==> src/rtl/rock_ramp_ctrl.sv <==
// rock_ramp_ctrl: cradle rocking amplitude/frequency ramp controller (ports: clk, reset active-low async, tick, enable, stress_valid, stress_low -> amp, freq, busy, error)
module rock_ramp_ctrl #(
  parameter int RAMP_TICKS  = 4,
  parameter int CALM_TICKS  = 16,
  parameter int FAULT_TICKS = 32
) (
  input  logic       clk,
  input  logic       reset,
  input  logic       tick,
  input  logic       enable,
  input  logic       stress_valid,
  input  logic       stress_low,
  output logic [2:0] amp,
  output logic [2:0] freq,
  output logic       busy,
  output logic       error
);
  typedef enum logic [2:0] {IDLE, RAMP_UP, HOLD, RAMP_DOWN, FAULT} state_t;
  localparam int CW = $clog2(RAMP_TICKS + CALM_TICKS + FAULT_TICKS + 1);
  state_t state;
  logic [CW-1:0] pace, calm_cnt, stress_cnt;
  logic stressed, calm, pace_done, full, down_freq;
  logic [2:0] up_amp, up_freq, dn_amp, dn_freq;
  always_comb begin
    stressed  = tick & stress_valid & ~stress_low;
    calm      = tick & stress_valid & stress_low;
    pace_done = pace == CW'(RAMP_TICKS - 1);
    full      = amp == 3'd7 && freq == 3'd7;
    up_amp    = (amp <= freq && amp != 3'd7) ? amp + 3'd1 : amp;
    up_freq   = (amp > freq) ? freq + 3'd1 : freq;
    down_freq = freq >= amp && freq != 3'd0;
    dn_freq   = down_freq ? freq - 3'd1 : freq;
    dn_amp    = (down_freq || amp == 3'd0) ? amp : amp - 3'd1;
  end
  assign busy  = state != IDLE;
  assign error = state == FAULT;
  always_ff @(posedge clk or negedge reset) begin
    if (!reset) begin
      state <= IDLE;
      amp <= '0;
      freq <= '0;
      {pace, calm_cnt, stress_cnt} <= '0;
    end else begin
      case (state)
        IDLE: if (stressed && enable) begin
          state <= RAMP_UP;
          {pace, calm_cnt, stress_cnt} <= '0;
        end
        RAMP_UP: if (tick) begin
          if (calm && enable) begin
            state <= HOLD;
            {pace, calm_cnt, stress_cnt} <= '0;
          end else begin
            pace <= pace_done ? '0 : pace + CW'(1);
            if (pace_done) {amp, freq} <= {up_amp, up_freq};
            if (!enable || (pace_done && up_amp == 3'd7 && up_freq == 3'd7)) begin
              state <= enable ? HOLD : RAMP_DOWN;
              {pace, calm_cnt, stress_cnt} <= '0;
            end
          end
        end
        HOLD: if (tick) begin
          if (!enable) begin
            state <= RAMP_DOWN;
            {pace, calm_cnt, stress_cnt} <= '0;
          end else if (calm) begin
            calm_cnt <= calm_cnt + CW'(1);
            stress_cnt <= '0;
            if (calm_cnt + CW'(1) == CW'(CALM_TICKS)) begin
              state <= RAMP_DOWN;
              {pace, calm_cnt, stress_cnt} <= '0;
            end
          end else if (stressed) begin
            stress_cnt <= stress_cnt + CW'(1);
            calm_cnt <= '0;
            if (full && stress_cnt + CW'(1) == CW'(FAULT_TICKS)) begin
              state <= FAULT;
              amp <= '0;
              freq <= '0;
              {pace, calm_cnt, stress_cnt} <= '0;
            end else if (!full && stress_cnt + CW'(1) == CW'(RAMP_TICKS)) begin
              state <= RAMP_UP;
              {pace, calm_cnt, stress_cnt} <= '0;
            end
          end
        end
        RAMP_DOWN: if (tick) begin
          pace <= pace_done ? '0 : pace + CW'(1);
          if (pace_done) {amp, freq} <= {dn_amp, dn_freq};
          if ((stressed && enable) || (pace_done && dn_amp == 3'd0 && dn_freq == 3'd0)) begin
            state <= (stressed && enable) ? RAMP_UP : IDLE;
            {pace, calm_cnt, stress_cnt} <= '0;
          end
        end
        FAULT: if (!enable) begin
          state <= IDLE;
          {pace, calm_cnt, stress_cnt} <= '0;
        end
        default: state <= IDLE;
      endcase
    end
  end
endmodule

==> config.mk <==
export PLATFORM = sky130hd
export DESIGN_NAME = rock_ramp_ctrl
export DESIGN_NICKNAME = d
export VERILOG_FILES = /design/src/rtl/rock_ramp_ctrl.sv
export SDC_FILE = /design/constraint.sdc
export NUM_CORES = 1
export LEC_CHECK = 0
export BUFFER_PORTS_ARGS = -buffer_cell sky130_fd_sc_hd__clkbuf_2
export CAP_MARGIN = 15
export CORE_UTILIZATION = 51
export DETAILED_ROUTE_END_ITERATION = 16
export GPL_TIMING_DRIVEN = 0
export PLACE_DENSITY = 0.79
export SYNTH_ARGS = -nofsm -noshare
export SYNTH_HDL_FRONTEND = slang
export SYNTH_SLANG_ARGS = --single-unit
==> constraint.sdc <==
create_clock -name clk -period 3.8 [get_ports clk]
set_input_delay 0.19 -clock clk [delete_from_list [all_inputs] [get_ports clk]]
set_output_delay 0.19 -clock clk [all_outputs]
set_load 0.1 [all_outputs]
After elaboration in Yosys (flattened, before gate mapping)
Cells that the tools add are included.
- multiplexer cells: 72
- magnitude comparators: 3
- $add $sub $neg: 7
- reduce and logical (&&, ||, !) cells: 28
- equal/unequal tests: 30
- bitwise operators: 4
- operators by type and width (operator ; number):
    6-bit 2-to-1 mux ; 31
    3-bit 2-to-1 mux ; 33
    6-bit one-hot mux with 5 select lines ; 3
    2-bit inequality test, second input constant ; 13
    6-bit by 1-bit adder with 6-bit output, second input constant ; 3
    3-bit one-hot mux with 3 select lines ; 2
    9-bit AND reduction ; 2
    3-bit == test, second input constant ; 5
    3-bit one-hot mux with 5 select lines ; 1
    3-bit logical NOT ; 4
    1-bit logical AND ; 11
    11-bit AND reduction ; 1
    10-bit AND reduction ; 1
    3-bit nonzero test ; 3
    4-bit inequality test, second input constant ; 2
    3-bit by 1-bit adder with 3-bit output, second input constant ; 2
    3-bit by 2-bit == test with 1-bit output, second input constant ; 2
    6-bit by 2-bit == test with 1-bit output, second input constant ; 1
    6-bit by 3-bit == test with 1-bit output, second input constant ; 1
    6-bit by 5-bit == test with 1-bit output, second input constant ; 1
    6-bit == test, second input constant ; 1
    3-bit inequality test, second input constant ; 2
    3-bit by 1-bit subtractor with 3-bit output, second input constant ; 2
    5-bit inequality test, second input constant ; 1
    10 further kinds ; 16
- word-level logic and storage cells: 150
- register bits after elaboration: 27
- input bits: 6

Longest topological paths before layout
- word-level depth: 11
- mapped depth: 11
- depth with buffers taken out: 10

Least setup slack after synthesis
Ideal clock, no wire load.
- path kind: flip-flop to flip-flop
- from: reg freq[0]
- to: reg state[0]
- path buffers: 0
- data required time: 3.672 ns
- slack: 0.190 ns
- cell stages (with the launch flop): 11
- data arrival time: 3.482 ns
- library setup time: 0.128 ns
- path through: dfrtp_1 > inv_1 > ha_1 > nand2b_4 > a2111oi_0 > nor3_1 > a2111oi_4 > a31oi_1 > nor2_4 > and3_1 > mux2_1
- longest elaborated chain between the ends: 10
- elaborated cells between the ends (all ways): 38
- RTL lines (item ; line ; source):
    from (decl) ; 14 ; output logic [2:0] freq,
    from (signal assigned) ; 55 ; if (pace_done) {amp, freq} <= {up_amp, up_freq};
    from (signal assigned) ; 89 ; if (pace_done) {amp, freq} <= {dn_amp, dn_freq};
    3-bit >= comparator / 3-bit nonzero test (equally long branches) ; 31 ; down_freq = freq >= amp && freq != 3'd0;
    1-bit logical AND ; 31 ;
    1-bit logical OR ; 33 ; dn_amp = (down_freq || amp == 3'd0) ? amp : amp - 3'd1;
    3-bit 2-to-1 mux ; 33 ;
    3-bit logical NOT ; 90 ; if ((stressed && enable) || (pace_done && dn_amp == 3'd0 && dn_freq == 3'd0)) begin
    1-bit logical AND (2 in a row) ; 90 ;
    1-bit logical OR ; 90 ;
    2-bit inequality test (no source line) ; - ;
    10-bit AND reduction (no source line) ; - ;
    to (signal assigned) ; 57 ; state <= enable ? HOLD : RAMP_DOWN;
    to (signal assigned) ; 91 ; state <= (stressed && enable) ? RAMP_UP : IDLE;
    to (decl) ; 20 ; state_t state;
Several ways; a longest one is shown, not always the timed one. The select of a mux whose other input is x is not followed.
A chain may end at the register's enable or synchronous reset.

Worst setup path after layout
Ends and elaborated chain as after synthesis.

==> results.cfg <==
[outcome]
run_status = completed

[yosys]
synth-seq-cells = 27
postSynthCellCount = 278
yosysUniqueCellTypes = 65
yosysMostFrequentCell = nand2_1
synth_compound_area_share_pct = 28.1
synthFlopType = dfrtp_1
yosys_warnings = 0
syn-num-nets = 300
yosysTopAreaCellShare_pct = 29.2
synthTopCellsByArea = dfrtp_1 29%, ha_1 8.6%, o21ai_0 5.0%
syn-mean-instance-area_um2 = 8.34
synth_fa_ha_area_share_pct = 8.64
ys_async_sr_fraction_pct = 100
synth_top_family_by_area = compound AO/OA/AOI/OAI gates
synth.largest_area_cell = dfrtp_1
synth_edf_count = 0
synthXorXnorAreaFrac_pct = 2.27
netlist_top_cells_count = 28 x nand2_1, 27 x dfrtp_1, 23 x o21ai_0
synthMuxAreaShare_pct = 0.918
yosysSeqAreaShare_pct = 29.2
netlist_area_um2 = 2320
synth-simple-area-share_pct = 27.6

[power_and_ir_drop]
p_comb_share_pct = 69.6
p_leak_nw = 1.11
swShare_pct = 56.2
switching_power_mw = 1.15
total_power_mw = 2.04
p_clk_share_pct = 8.6
p_int_mw = 0.896
p_seq_share_pct = 21.8
cellPowerDensity_nw_per_um2 = 816
peakVddDrop_mv = 0.710

[global_routing]
grt_max_degree = 28
grt_pass1_wl_um = 8870
antenna_found_initial = 0
grt_overflow = 0
first_global_vias = 1945
grtUsageTotal_pct = 22.5

[placement]
dp.cells = 343
dpl-instance-area_um2 = 2450
dpl.hpwl_um = 3820
place_congestion = 0.935
portBuffers = 13

[timing]
period_share_pct = 86.1
hold_viol_final = 0
worst_clock_skew_ns = 0.0123
rsz0062_at_grt = false
maxSlewViolCount = 0
setup_tns_ns = 0
finalCriticalPeriod_ns = 3.27
setup_viol = 0
hold_slack_ns = 0.255
clock.fmax_mhz = 306
worst_slew_pin_slew_ns = 1.00
slew_headroom_pct = 32.7

[route]
ant_nets = 0
drt-initial-drc-count = 120
avgRoutedWirePerCell_um = 14.7
vias = 2161
viasPerCell = 6.21
drcViolationCount = 0
routed_wl_um = 5120
drt_pass1_iterations = 4

[clocking]
cts_buffers = 3
htree_levels = 1
postCtsResizedCells = 0
postCtsSetupBuffers = 0
clk_pin_slew_ns = 0.10
cts_buffer_depth = 2
clock-sinks = 27
clock_latency_ns = 0.29
cts_root_buf = clkbuf_8
cts_tree = built

[setup_path]
crit_chain = inv_1 > ha_1 > nand2b_4 > a2111oi_0 > nor3_1 > a2111oi_4 > a31oi_1 > nor2_4 > and3_1 > mux2_1
r2r-end = state[0]
critical_path_class = reg2reg
cp_slowest_cell = a2111oi_0
cpPeakStageDelay_ns = 0.59
crit_buf_inv = 1
r2r_start = freq[0]
setup.worst_path.start_class = flip-flop
worstPathArrival_ns = 3.44
crit_path_end_kind = flip-flop
timing.reg2reg.setup_slack_ns = 0.53
worst-path-max-fanout = 7
critPathRequiredTime_ns = 3.97
r2r_cells = 10
path_delay_family = compound AO/OA/AOI/OAI gates

[floorplan]
num_io_pins = 14
start_util_pct = 53.2
fp.coreArea_um2 = 4350
die_y_um = 69.4
die_w_um = 69.4
rows = 24
die-area_um2 = 4820

[worst_hold_path]
hold_path_class = in2reg
hold_end = state[2]
hp-start = enable
hold_depth = 2

[layout]
area_growth_pct = 8.15
drive_above_1_share_pct = 11.8
layout.cells.non_filler = 348
layout.nets = 319
n_antenna_cell = 0
fin_area_um2 = 2510

[job]
cap_violations = 0
## routing by layer
| layer | GRT usage, % | routed length, um | vias up | share of wire (%) |
|---|---|---|---|---|
| met4 | 7.48 | 76 | 0 | 1.5 |
| met1 | 31.3 | 2440 | 1023 | 48 |
| li1 | - | - | 1081 | - |
| met2 | 36.0 | 2390 | 48 | 47 |
| met5 | 0 | 0 | - | 0 |
| met3 | 3.20 | 207 | 9 | 4.0 |
## area by class of cell
| type | count | area (um^2) |
|---|---|---|
| flip-flops and latches | 27 | 676 |
| clock inverters | 1 | 7.51 |
| fillers | 404 | 1850 |
| clock buffers | 3 | 41.3 |
| inverters | 14 | 52.6 |
| repair buffers | 14 | 75.1 |
| plain buffers | 5 | 22.5 |
| well taps | 52 | 65.1 |
| multi-input cells | 232 | 1570 |
## stage by stage
step,util [%],setup slack [ns]
floorplan,-,0.190
global placement,56.2,0.578
detailed placement,56.2,0.610
CTS,57.6,0.567
global route,57.6,0.241
finish,57.6,0.530
## power groups by stage
stage	Combinational, mW	Clock, mW	Sequential [mW]
3_5_place_dp	1.41	0	0.448
6_report	1.42	0.176	0.446
3_3_place_gp	1.40	0	0.448
4_1_cts	1.42	0.184	0.444
5_1_grt	1.57	0.192	0.458
2_1_floorplan	0.969	0	0.629
## logic make-up after synthesis
group	count (synthesis)
and+or+nand+nor	117
buffers and inverters	19
muxes	2
xor gates and xnor gates	6
AOI/OAI and AO/OA	91
adders and majority gates	16
DFF	27
## state kept, by name, summed over array words and instances, names as in the netlist
register / flops
state: 3
stress_cnt: 6
pace: 6
amp: 3
calm_cnt: 6
freq: 3
## how the worst max path moves through the flow
stage / from / endpoint / slack (ns) / cells after the start
after detailed placement: freq[0] / state[0] / 0.61 / 10
after CTS: freq[0] / state[0] / 0.57 / 10
final: freq[0] / state[0] / 0.53 / 10
after floorplan: freq[0] / state[0] / 0.19 / 10
after global placement: freq[0] / state[0] / 0.58 / 10
after global routing: freq[0] / state[0] / 0.24 / 10
## placed cells by master (no fill, tap or decap), types with 2 or more instances in the layout
cell type	count
and2_1	2
clkbuf_8	3
o21ai_0	23
nand4b_1	2
dfrtp_1	27
or2_2	2
a31oi_1	7
a211o_1	3
ha_1	16
o22ai_1	2
clkbuf_2	13
and3_1	8
inv_1	14
xnor2_1	5
nor2b_1	5
a2111oi_4	2
and4_1	2
a21o_1	5
o21ai_1	5
or3_1	5
nand3_1	11
a211oi_1	3
nor3_1	12
a22o_1	3
nor3b_1	2
nand2_1	28
buf_2	3
nor4_1	4
clkbuf_1	2
a21oi_1	18
o211ai_1	2
nand2b_1	2
nor2_1	19
## worst register-to-register path, cell delays in order (launching register included)
cell and delay (ns):
dfrtp_1 0.46, inv_1 0.21, ha_1 0.27, nand2b_4 0.16, a2111oi_0 0.59, nor3_1 0.18
a2111oi_4 0.30, a31oi_1 0.20, nor2_4 0.22, and3_1 0.24, mux2_1 0.33
## repair_timing
item,in CTS,in global routing
endpoints found under the setup margin,0,0
hold endpoints to repair,27,0
hold buffers,1,0
Power figures use the tool's default switching activity.
